`config.mk`:
```
export PLATFORM = sky130hd
export DESIGN_NAME = sync_fifo_flat
export DESIGN_NICKNAME = d
export VERILOG_FILES = /design/src/rtl/sync_fifo_pkg.sv /design/src/rtl/sync_fifo_if.sv /design/src/rtl/sync_fifo_ram.sv /design/src/rtl/sync_fifo.sv /design/src/flat_wrapper.sv
export SDC_FILE = /design/constraint.sdc
export NUM_CORES = 1
export LEC_CHECK = 0
export ABC_AREA = 0
export BUFFER_PORTS_ARGS = -buffer_cell sky130_fd_sc_hd__buf_2
export CAP_MARGIN = 10
export CELL_PAD_IN_SITES_DETAIL_PLACEMENT = 1
export CELL_PAD_IN_SITES_GLOBAL_PLACEMENT = 1
export CORE_ASPECT_RATIO = 0.6
export CORE_MARGIN = 2
export CORE_UTILIZATION = 53
export DETAILED_ROUTE_END_ITERATION = 7
export PLACE_DENSITY_LB_ADDON = 0.1
export RECOVER_POWER = 50
export SLEW_MARGIN = 25
export SYNTH_ARGS = -nofsm -noshare
export SYNTH_HDL_FRONTEND = slang
export SYNTH_SLANG_ARGS = --single-unit
```
`constraint.sdc`:
```
create_clock -name clk -period 2.5 [get_ports clk]
set_input_delay 0.25 -clock clk [delete_from_list [all_inputs] [get_ports clk]]
set_output_delay 0.25 -clock clk [all_outputs]
set_load 0.03 [all_outputs]
```
`src/rtl/sync_fifo_pkg.sv`:
```
// Shared types and helpers for the single-clock FIFO slice.
// Mode selectors, pointer/count width helper and the registered status-flag bundle.
package sync_fifo_pkg;

    localparam int STD_MODE  = 0;
    localparam int FWFT_MODE = 1;

    // Pointers carry one extra bit so a full buffer (equal address, differing MSB)
    // is distinguishable from an empty one; the occupancy count uses the same width.
    function automatic int ptr_width(input int depth);
        return $clog2(depth) + 1;
    endfunction

    typedef struct packed {
        logic full;
        logic empty;
        logic almost_full;
        logic almost_empty;
    } fifo_flags_t;

    localparam fifo_flags_t FLAGS_RESET = '{
        full:         1'b0,
        empty:        1'b1,
        almost_full:  1'b0,
        almost_empty: 1'b1
    };

endpackage

```
`src/rtl/sync_fifo_if.sv`:
```
// Handshake, data and status bundle between a FIFO and its user.
// The user side drives requests through 'master'; the FIFO answers through 'slave'.
interface sync_fifo_if
    import sync_fifo_pkg::*;
#(
    parameter int WIDTH = 8,
    parameter int DEPTH = 32
);
    localparam int CNT_W = ptr_width(DEPTH);

    logic             wr_en;
    logic [WIDTH-1:0] wr_data;
    logic             rd_en;
    logic             clr_err;
    logic [WIDTH-1:0] rd_data;
    logic             rd_valid;
    logic             full;
    logic             empty;
    logic             almost_full;
    logic             almost_empty;
    logic [CNT_W-1:0] count;
    logic             overflow;
    logic             underflow;

    modport master (
        output wr_en, wr_data, rd_en, clr_err,
        input  rd_data, rd_valid, full, empty, almost_full, almost_empty,
               count, overflow, underflow
    );

    modport slave (
        input  wr_en, wr_data, rd_en, clr_err,
        output rd_data, rd_valid, full, empty, almost_full, almost_empty,
               count, overflow, underflow
    );

endinterface

```
`src/rtl/sync_fifo_ram.sv`:
```
// Simple dual-port storage: synchronous write, synchronous read with read-enable.
// Neither the array nor the read register is reset, so it maps onto block RAM.
module sync_fifo_ram #(
    parameter int WIDTH = 8,
    parameter int DEPTH = 32
) (
    input  logic                     clk,
    input  logic                     wr_en,
    input  logic [$clog2(DEPTH)-1:0] wr_addr,
    input  logic [WIDTH-1:0]         wr_data,
    input  logic                     rd_en,
    input  logic [$clog2(DEPTH)-1:0] rd_addr,
    output logic [WIDTH-1:0]         rd_data
);

    logic [WIDTH-1:0] mem [DEPTH];
    logic [WIDTH-1:0] rd_data_q;

    always_ff @(posedge clk) begin
        if (wr_en) begin
            mem[wr_addr] <= wr_data;
        end
        if (rd_en) begin
            rd_data_q <= mem[rd_addr];
        end
    end

    assign rd_data = rd_data_q;

endmodule

```
`src/rtl/sync_fifo.sv`:
```
// Single-clock FIFO with occupancy count, programmable almost flags, sticky error bits
// and an optional first-word-fall-through output stage built on the RAM read register.
module sync_fifo
    import sync_fifo_pkg::*;
#(
    parameter int WIDTH    = 8,
    parameter int DEPTH    = 32,
    parameter int AF_LEVEL = DEPTH - 4,
    parameter int AE_LEVEL = 4,
    parameter int FWFT     = STD_MODE
) (
    input  logic      clk,
    input  logic      rst,
    sync_fifo_if.slave bus
);

    localparam int ADDR_W = $clog2(DEPTH);
    localparam int PTR_W  = ptr_width(DEPTH);

    logic [PTR_W-1:0] wr_ptr_q, wr_ptr_d;
    logic [PTR_W-1:0] rd_ptr_q, rd_ptr_d;
    logic [PTR_W-1:0] count_q, count_d;
    fifo_flags_t      flags_q, flags_d;
    logic             overflow_q, overflow_d;
    logic             underflow_q, underflow_d;
    logic             rd_valid_q, rd_valid_d;
    logic             data_seen_q, data_seen_d;

    logic             wr_acc;
    logic             rd_acc;
    logic             ram_nonempty;
    logic             ram_rd_en;
    logic             empty_d;
    logic             rd_valid_next;
    logic [WIDTH-1:0] ram_rd_data;

    // Acceptance uses the flags registered before the edge, so a read never frees
    // room for a write in the same cycle.
    assign wr_acc       = bus.wr_en & ~flags_q.full;
    assign rd_acc       = bus.rd_en & ~flags_q.empty;
    assign ram_nonempty = (wr_ptr_q != rd_ptr_q);

    generate
        if (FWFT == FWFT_MODE) begin : g_fwft
            logic out_valid_q, out_valid_d;

            // The RAM read register is the output stage: refill it whenever it is
            // empty or being popped, as long as the RAM still holds a word.
            always_comb begin
                ram_rd_en   = (~out_valid_q | rd_acc) & ram_nonempty;
                out_valid_d = ram_rd_en | (out_valid_q & ~rd_acc);
            end

            always_ff @(posedge clk) begin
                if (rst) begin
                    out_valid_q <= 1'b0;
                end else begin
                    out_valid_q <= out_valid_d;
                end
            end

            assign empty_d       = ~out_valid_d;
            assign rd_valid_next = out_valid_d;
        end else begin : g_std
            assign ram_rd_en     = rd_acc;
            assign empty_d       = (count_d == '0);
            assign rd_valid_next = rd_acc;
        end
    endgenerate

    always_comb begin
        wr_ptr_d = wr_ptr_q + PTR_W'(wr_acc);
        rd_ptr_d = rd_ptr_q + PTR_W'(ram_rd_en);
        count_d  = count_q + PTR_W'(wr_acc) - PTR_W'(rd_acc);

        flags_d              = FLAGS_RESET;
        flags_d.full         = (count_d == PTR_W'(DEPTH));
        flags_d.empty        = empty_d;
        flags_d.almost_full  = (count_d >= PTR_W'(AF_LEVEL));
        flags_d.almost_empty = (count_d <= PTR_W'(AE_LEVEL));

        // A new error in the same cycle as clr_err keeps the sticky bit set.
        overflow_d  = (bus.wr_en & flags_q.full)  | (overflow_q  & ~bus.clr_err);
        underflow_d = (bus.rd_en & flags_q.empty) | (underflow_q & ~bus.clr_err);

        rd_valid_d  = rd_valid_next;
        data_seen_d = data_seen_q | ram_rd_en;
    end

    always_ff @(posedge clk) begin
        if (rst) begin
            wr_ptr_q    <= '0;
            rd_ptr_q    <= '0;
            count_q     <= '0;
            flags_q     <= FLAGS_RESET;
            overflow_q  <= 1'b0;
            underflow_q <= 1'b0;
            rd_valid_q  <= 1'b0;
            data_seen_q <= 1'b0;
        end else begin
            wr_ptr_q    <= wr_ptr_d;
            rd_ptr_q    <= rd_ptr_d;
            count_q     <= count_d;
            flags_q     <= flags_d;
            overflow_q  <= overflow_d;
            underflow_q <= underflow_d;
            rd_valid_q  <= rd_valid_d;
            data_seen_q <= data_seen_d;
        end
    end

    sync_fifo_ram #(
        .WIDTH(WIDTH),
        .DEPTH(DEPTH)
    ) u_ram (
        .clk     (clk),
        .wr_en   (wr_acc & ~rst),
        .wr_addr (wr_ptr_q[ADDR_W-1:0]),
        .wr_data (bus.wr_data),
        .rd_en   (ram_rd_en & ~rst),
        .rd_addr (rd_ptr_q[ADDR_W-1:0]),
        .rd_data (ram_rd_data)
    );

    // The RAM read register is not reset; mask it until the first read after reset.
    assign bus.rd_data      = data_seen_q ? ram_rd_data : '0;
    assign bus.rd_valid     = rd_valid_q;
    assign bus.full         = flags_q.full;
    assign bus.empty        = flags_q.empty;
    assign bus.almost_full  = flags_q.almost_full;
    assign bus.almost_empty = flags_q.almost_empty;
    assign bus.count        = count_q;
    assign bus.overflow     = overflow_q;
    assign bus.underflow    = underflow_q;

endmodule

```
`src/flat_wrapper.sv`:
```
// flat-port wrapper written by rule: the top's interface ports become plain ports
module sync_fifo_flat import sync_fifo_pkg::*;
#(
    parameter int WIDTH    = 8,
    parameter int DEPTH    = 32,
    parameter int AF_LEVEL = DEPTH - 4,
    parameter int AE_LEVEL = 4,
    parameter int FWFT     = STD_MODE
)
  (clk, rst, bus_wr_en, bus_wr_data, bus_rd_en, bus_clr_err, bus_rd_data, bus_rd_valid, bus_full, bus_empty, bus_almost_full, bus_almost_empty, bus_count, bus_overflow, bus_underflow);
  sync_fifo_if #(.WIDTH(WIDTH), .DEPTH(DEPTH)) bus_i ();
  input  logic clk;
  input  logic rst;
  input wire logic [$bits(bus_i.wr_en)-1:0] bus_wr_en;
  input wire logic [$bits(bus_i.wr_data)-1:0] bus_wr_data;
  input wire logic [$bits(bus_i.rd_en)-1:0] bus_rd_en;
  input wire logic [$bits(bus_i.clr_err)-1:0] bus_clr_err;
  output wire logic [$bits(bus_i.rd_data)-1:0] bus_rd_data;
  output wire logic [$bits(bus_i.rd_valid)-1:0] bus_rd_valid;
  output wire logic [$bits(bus_i.full)-1:0] bus_full;
  output wire logic [$bits(bus_i.empty)-1:0] bus_empty;
  output wire logic [$bits(bus_i.almost_full)-1:0] bus_almost_full;
  output wire logic [$bits(bus_i.almost_empty)-1:0] bus_almost_empty;
  output wire logic [$bits(bus_i.count)-1:0] bus_count;
  output wire logic [$bits(bus_i.overflow)-1:0] bus_overflow;
  output wire logic [$bits(bus_i.underflow)-1:0] bus_underflow;
  assign bus_i.wr_en = bus_wr_en;
  assign bus_i.wr_data = bus_wr_data;
  assign bus_i.rd_en = bus_rd_en;
  assign bus_i.clr_err = bus_clr_err;
  assign bus_rd_data = bus_i.rd_data;
  assign bus_rd_valid = bus_i.rd_valid;
  assign bus_full = bus_i.full;
  assign bus_empty = bus_i.empty;
  assign bus_almost_full = bus_i.almost_full;
  assign bus_almost_empty = bus_i.almost_empty;
  assign bus_count = bus_i.count;
  assign bus_overflow = bus_i.overflow;
  assign bus_underflow = bus_i.underflow;
  sync_fifo #(.WIDTH(WIDTH), .DEPTH(DEPTH), .AF_LEVEL(AF_LEVEL), .AE_LEVEL(AE_LEVEL), .FWFT(FWFT)) u_core (.clk(clk), .rst(rst), .bus(bus_i));
endmodule
```
### Word-level counts from Yosys, hierarchy flattened

Memory sizes are Yosys's and may differ from the RTL's. A register that Yosys moved wholly into a read port is not among the register bits.
Index checks and enable logic that the tools add are counted.

| operators by class | value |
|---|---|
| bitwise operators | 15 |
| add/sub/neg operators | 4 |
| $lt $le $gt $ge | 2 |
| multiplexer cells | 3 |
| reduce and logical (&&, ||, !) cells | 1 |
| equality and inequality tests | 1 |

Operators with widths:

| kind | count |
|---|---|
| adder 6 x 1 -> 6 bit | 3 |
| AND 1 bit | 8 |
| two-way mux 8 bit | 1 |
| equality test 6 bit, second input constant | 1 |
| greater-or-equal comparator 6 x 5 -> 1 bit, second input constant | 1 |
| <= comparator 6 x 3 -> 1 bit, second input constant | 1 |
| logical NOT 6 bit | 1 |
| subtractor 6 x 1 -> 6 bit | 1 |
| NOT 1 bit | 4 |
| bitwise OR 1 bit | 3 |
| two-way mux 1 bit | 2 |

| word-level totals | value |
|---|---|
| logic and storage cells | 38 |
| input bits | 13 |
| RAM bits | 256 |
| memories kept | 1 |
| bits in registers | 26 |
| output and inout bits | 21 |

Memories:

| memory | depth | bits a word | rd ports | clocked after memory_dff | wr ports | RTL line | RTL |
|---|---|---|---|---|---|---|---|
| u_core.u_ram.mem | 32 | 8 | 1 | 1 | 1 | sync_fifo_ram.sv:16 | `logic [WIDTH-1:0] mem [DEPTH];` |

### Depth between registers and ports, before layout

| logic depth | value |
|---|---|
| depth in word-level cells | 5 |
| gate-level depth with buffers | 10 |
| mapped depth without buffers | 9 |

### Modules after synthesis

From an unflattened synthesis, not the netlist that was laid out.

| unflattened totals | value |
|---|---|
| cell total of the unflattened synthesis | 540 |
| area, all modules | 11260.8 µm² |

Modules (own cells, without submodules):

| module | area each (µm²) | sequential area each (µm²) | cells an instance | times used |
|---|---|---|---|---|
| sync_fifo_ram | 10133.5 | 7927.6 | 417 | 1 |
| sync_fifo | 1127.3 | 480.5 | 123 | 1 |

### Worst setup path after synthesis

OpenSTA, ideal clock, no wires.

| timing | value |
|---|---|
| path type | register -> register |
| start | reg u_core.flags_q (netlist bit u_core.bus.empty) |
| end | reg u_core.flags_q (netlist bit u_core.bus.almost_full) |
| setup time | 92 ps |
| path slack | -65 ps |
| data arrival time | 2473 ps |
| required time | 2408 ps |
| stages on the path, launching flop included | 11 |
| buffers on the path | 1 |
| clock period less this slack | 2565 ps |
| cells stage by stage | dfxtp_1 nor2b_1 clkbuf_1 ha_1 inv_1 ha_1 fa_1 nand3_1 a21oi_1 or4_1 o32ai_1 |

| on the way | value |
|---|---|
| longest elaborated chain between the ends | 4 |

RTL lines:

| what | RTL line | RTL |
|---|---|---|
| from (decl) | sync_fifo.sv:23 | `fifo_flags_t flags_q, flags_d;` |
| from (signal assigned) | sync_fifo.sv:104 | `flags_q <= flags_d;` |
| NOT 1 bit | sync_fifo.sv:40 | `assign rd_acc = bus.rd_en & ~flags_q.empty;` |
| AND 1 bit | sync_fifo.sv:40 |  |
| via u_core.ram_rd_en | sync_fifo.sv:32 | `logic ram_rd_en;` |
| subtractor 6 x 1 -> 6 bit | sync_fifo.sv:74 | `count_d = count_q + PTR_W'(wr_acc) - PTR_W'(rd_acc);` |
| greater-or-equal comparator 6 x 5 -> 1 bit | sync_fifo.sv:79 | `flags_d.almost_full = (count_d >= PTR_W'(AF_LEVEL));` |

The timed path passes the listed nets, and every way through them passes these cells.
A chain may end at the register's enable or synchronous reset.

### Worst setup path after layout

| timing | value |
|---|---|
| start | reg u_core.flags_q (netlist bit u_core.bus.empty) |
| end | reg u_core.flags_q (netlist bit u_core.bus.almost_full) |

| on the way | value |
|---|---|
| longest elaborated chain between the ends | 4 |

RTL lines:

| what | RTL line |
|---|---|
| NOT 1 bit | sync_fifo.sv:40 |
| AND 1 bit | sync_fifo.sv:40 |
| subtractor 6 x 1 -> 6 bit | sync_fifo.sv:74 |
| greater-or-equal comparator 6 x 5 -> 1 bit | sync_fifo.sv:79 |

Every way passes these cells.

==> results.toml <==
[clocking]
htree_levels = 1
cts_buffers = 26
clockBufferDepth = 3
cts_sinks = 288
clk-insertion-delay-late_ns = 0.54
cts_tree = "built"
root_buffer = "clkbuf_16"
clkSlewWorstSetupHoldPaths_ns = 0.07
post_cts_buffers = 0

[final_layout]
diodes = 0
final_area_um2 = 13000
layout_commonest_cell = "edfxtp_1"
regArea_um2 = 8410
nFillCells = 1853
final_util_pct = 61.5
drive_gt1_share_pct = 18.2
multi_input_area_um2 = 2900
final-instance-count-excl-fill = 1033
nNetsFinal = 759
area_growth_pct = 13.1
final_cell_mix = "264 x edfxtp_1, 64 x mux2i_1, 47 x nor2_1, 41 x buf_4, 29 x nand2_1"

[global_routing]
grt.total_usage_pct = 24.7
grt_pass1_wl_um = 41500
grt_overflow_total = 0
grt_pass1_vias = 6376
grt_antenna_before_repair = 0
grt_max_degree = 33

[sta]
finalHoldViolations = 0
fin_crit_sh_pct = 95.2
slew_violations = 264
fin_crit_ns = 2.38
setup_viol = 0
skew_ns = 0.0117
worst_slack_ns = 0.119
slew_headroom_pct = -10.3
worstMarginPinSlew_ns = 1.65
rsz0062_at_grt = "no"
max_freq_mhz = 420
fin_setup_tns_ns = 0

[placed_design]
pre_cts_slack_ns = 0.0240
placed_area_um2 = 12200
port_buffers = 33
dpl.cell_count = 987
dp_hpwl_um = 17700
globalplace.congestion = 0.880

[yosys]
yosysSeqAreaShare_pct = 73.0
synth_seq_cells = 288
syn_area_um2 = 11500
synth.net_count = 689
synth_cells = 666
ys_warn_count = 0
synth_cell_types = 40
syn_avg_cell_area_um2 = 17.3

[run_status]
violations = "capacitance limit, slew limit"
status = "finished, violations left"

[setup_path]
startpoint_type = "flip-flop"
worstSetupEndpointType = "flip-flop"
path_max_fanout = 4
cp.required_ns = 2.94
path_class = "reg -> reg"
arrival_ns = 2.82
reg2reg_depth = 9

[power]
leakage_nw = 4.19
cellPowerDensity_nw_per_um2 = 842
irDropWorstVdd_v = 0.000584

[routing]
drt_first_pass_iters = 5
detail_route.wl_per_cell_um = 26.3
drc_errors = 0
avgViaCountPerCell = 5.97
drtIter0Drc = 607
vias = 6164
antenna_left = 0
routed_wl_um = 27200

[run]
drv_cap = 8

[floorplanning]
start_util_pct = 54.4
io_pins = 34
dieHeight_um = 118
coreArea_um2 = 21200
dieArea_um2 = 23000
rows = 41
die_w_um = 194

[min_path]
holdPathStages = 3
hp-class = "in -> reg"
registers in the layout (all words and copies together), names as in the netlist, 5 cells and up:
register / count
u_core.bus.count: 6
u_core.rd_ptr_q: 5
u_core.u_ram.mem: 256
u_core.u_ram.rd_data: 8
u_core.wr_ptr_q: 5
synthesized netlist by cell type, drive strengths merged:
| cell type | number | area (um2) |
|---|---|---|
| nor2b | 10 | 62.6 |
| nand2 | 29 | 109 |
| a22oi | 26 | 195 |
| xnor2 | 4 | 35.0 |
| and3b | 1 | 8.76 |
| a21oi | 7 | 35.0 |
| dfxtp | 24 | 480 |
| nor4 | 1 | 6.26 |
| edfxtp | 264 | 7930 |
| inv | 11 | 41.3 |
| nand3b | 3 | 22.5 |
| or4 | 1 | 7.51 |
| buf | 19 | 123 |
| fa | 1 | 20.0 |
| or3 | 2 | 12.5 |
| nor3 | 6 | 30.0 |
| xor2 | 6 | 52.6 |
| o221ai | 2 | 17.5 |
| o31ai | 2 | 15.0 |
| or3b | 3 | 26.3 |
| mux2 | 16 | 180 |
| a21boi | 1 | 7.51 |
| clkbuf | 16 | 60.1 |
| and2 | 12 | 75.1 |
| a21o | 2 | 15.0 |
| ha | 9 | 113 |
| o32ai | 1 | 8.76 |
| o21ai | 1 | 5.00 |
| nand3 | 22 | 110 |
| nand4 | 18 | 113 |
| mux2i | 64 | 641 |
| and3 | 1 | 6.26 |
| nor2 | 48 | 180 |
| mux4 | 32 | 773 |
| and2b | 1 | 7.51 |
layer usage:
layer | part of all wire [%] | routed length, um | track usage [%] | vias to the layer above
li1 | - | - | - | 2758
met5 | 0 | 0 | 0 | -
met3 | 6.7 | 1820 | 5.54 | 40
met2 | 44 | 11900 | 35.3 | 186
met1 | 48 | 12900 | 38.7 | 3180
met4 | 2.0 | 549 | 5.67 | 0
cells by family (layout without fill, tap and decap cells):
group | Yosys count | count (layout) | synth area share (%)
and+or+nand+nor | 158 | 158 | 6.74
xor gates and xnor gates | 10 | 10 | 0.760
adders and majority gates | 10 | 10 | 1.15
DFF | 288 | 288 | 73.0
buffers and inverters | 46 | 134 | 1.94
AOI/OAI and AO/OA | 42 | 42 | 2.60
muxes | 112 | 112 | 13.8
power by group:
part	internal, mW	switching (mW)
sequential	5.37	0.0924
combinational	0.527	0.995
clock	2.27	1.71
layout make-up:
cell class	count	share of cell area [%]
clock buffer	32	5.33
clock inverter	14	1.08
inverter	11	0.317
multi-input combinational	332	22.3
sequential	288	64.6
tap	279	2.68
timing repair buffer	77	3.78
metrics by stage:
stage | hold WS (ns) | power, mW
3_3_place_gp | 0.504 | 6.99
4_1_cts | 0.00215 | 11.0
5_1_grt | 0.0342 | 11.4
3_5_place_dp | 0.518 | 7.05
2_1_floorplan | 0.349 | 6.55
6_report | 0.0194 | 11.0
path summary, 6_finish.rpt:
check / endpoint / slack, ns / from
max: u_core.bus.almost_full / 0.12 / u_core.bus.empty
min: u_core.bus.overflow / 0.02 / bus_wr_en
max reg2reg: u_core.bus.almost_full / 0.12 / u_core.bus.empty
min reg2reg: u_core.bus.overflow / 0.55 / u_core.bus.overflow
worst max-delay path, stage by stage, from the launching register on:
cell and delay, ns:
dfxtp_2 0.35, nor2b_2 0.06, ha_1 0.27, inv_1 0.04, ha_1 0.21, fa_1 0.45, nand3_1 0.13, a21oi_1 0.12
or4_1 0.53, o32ai_1 0.14
what timing repair did:
| action | 4_1_cts | 5_1_grt |
|---|---|---|
| hold buffers | 0 | 0 |
| gates resized for setup | 0 | 2 |
| setup endpoints to repair | 0 | 2 |
Note: power is estimated with default switching activity, not from simulation.
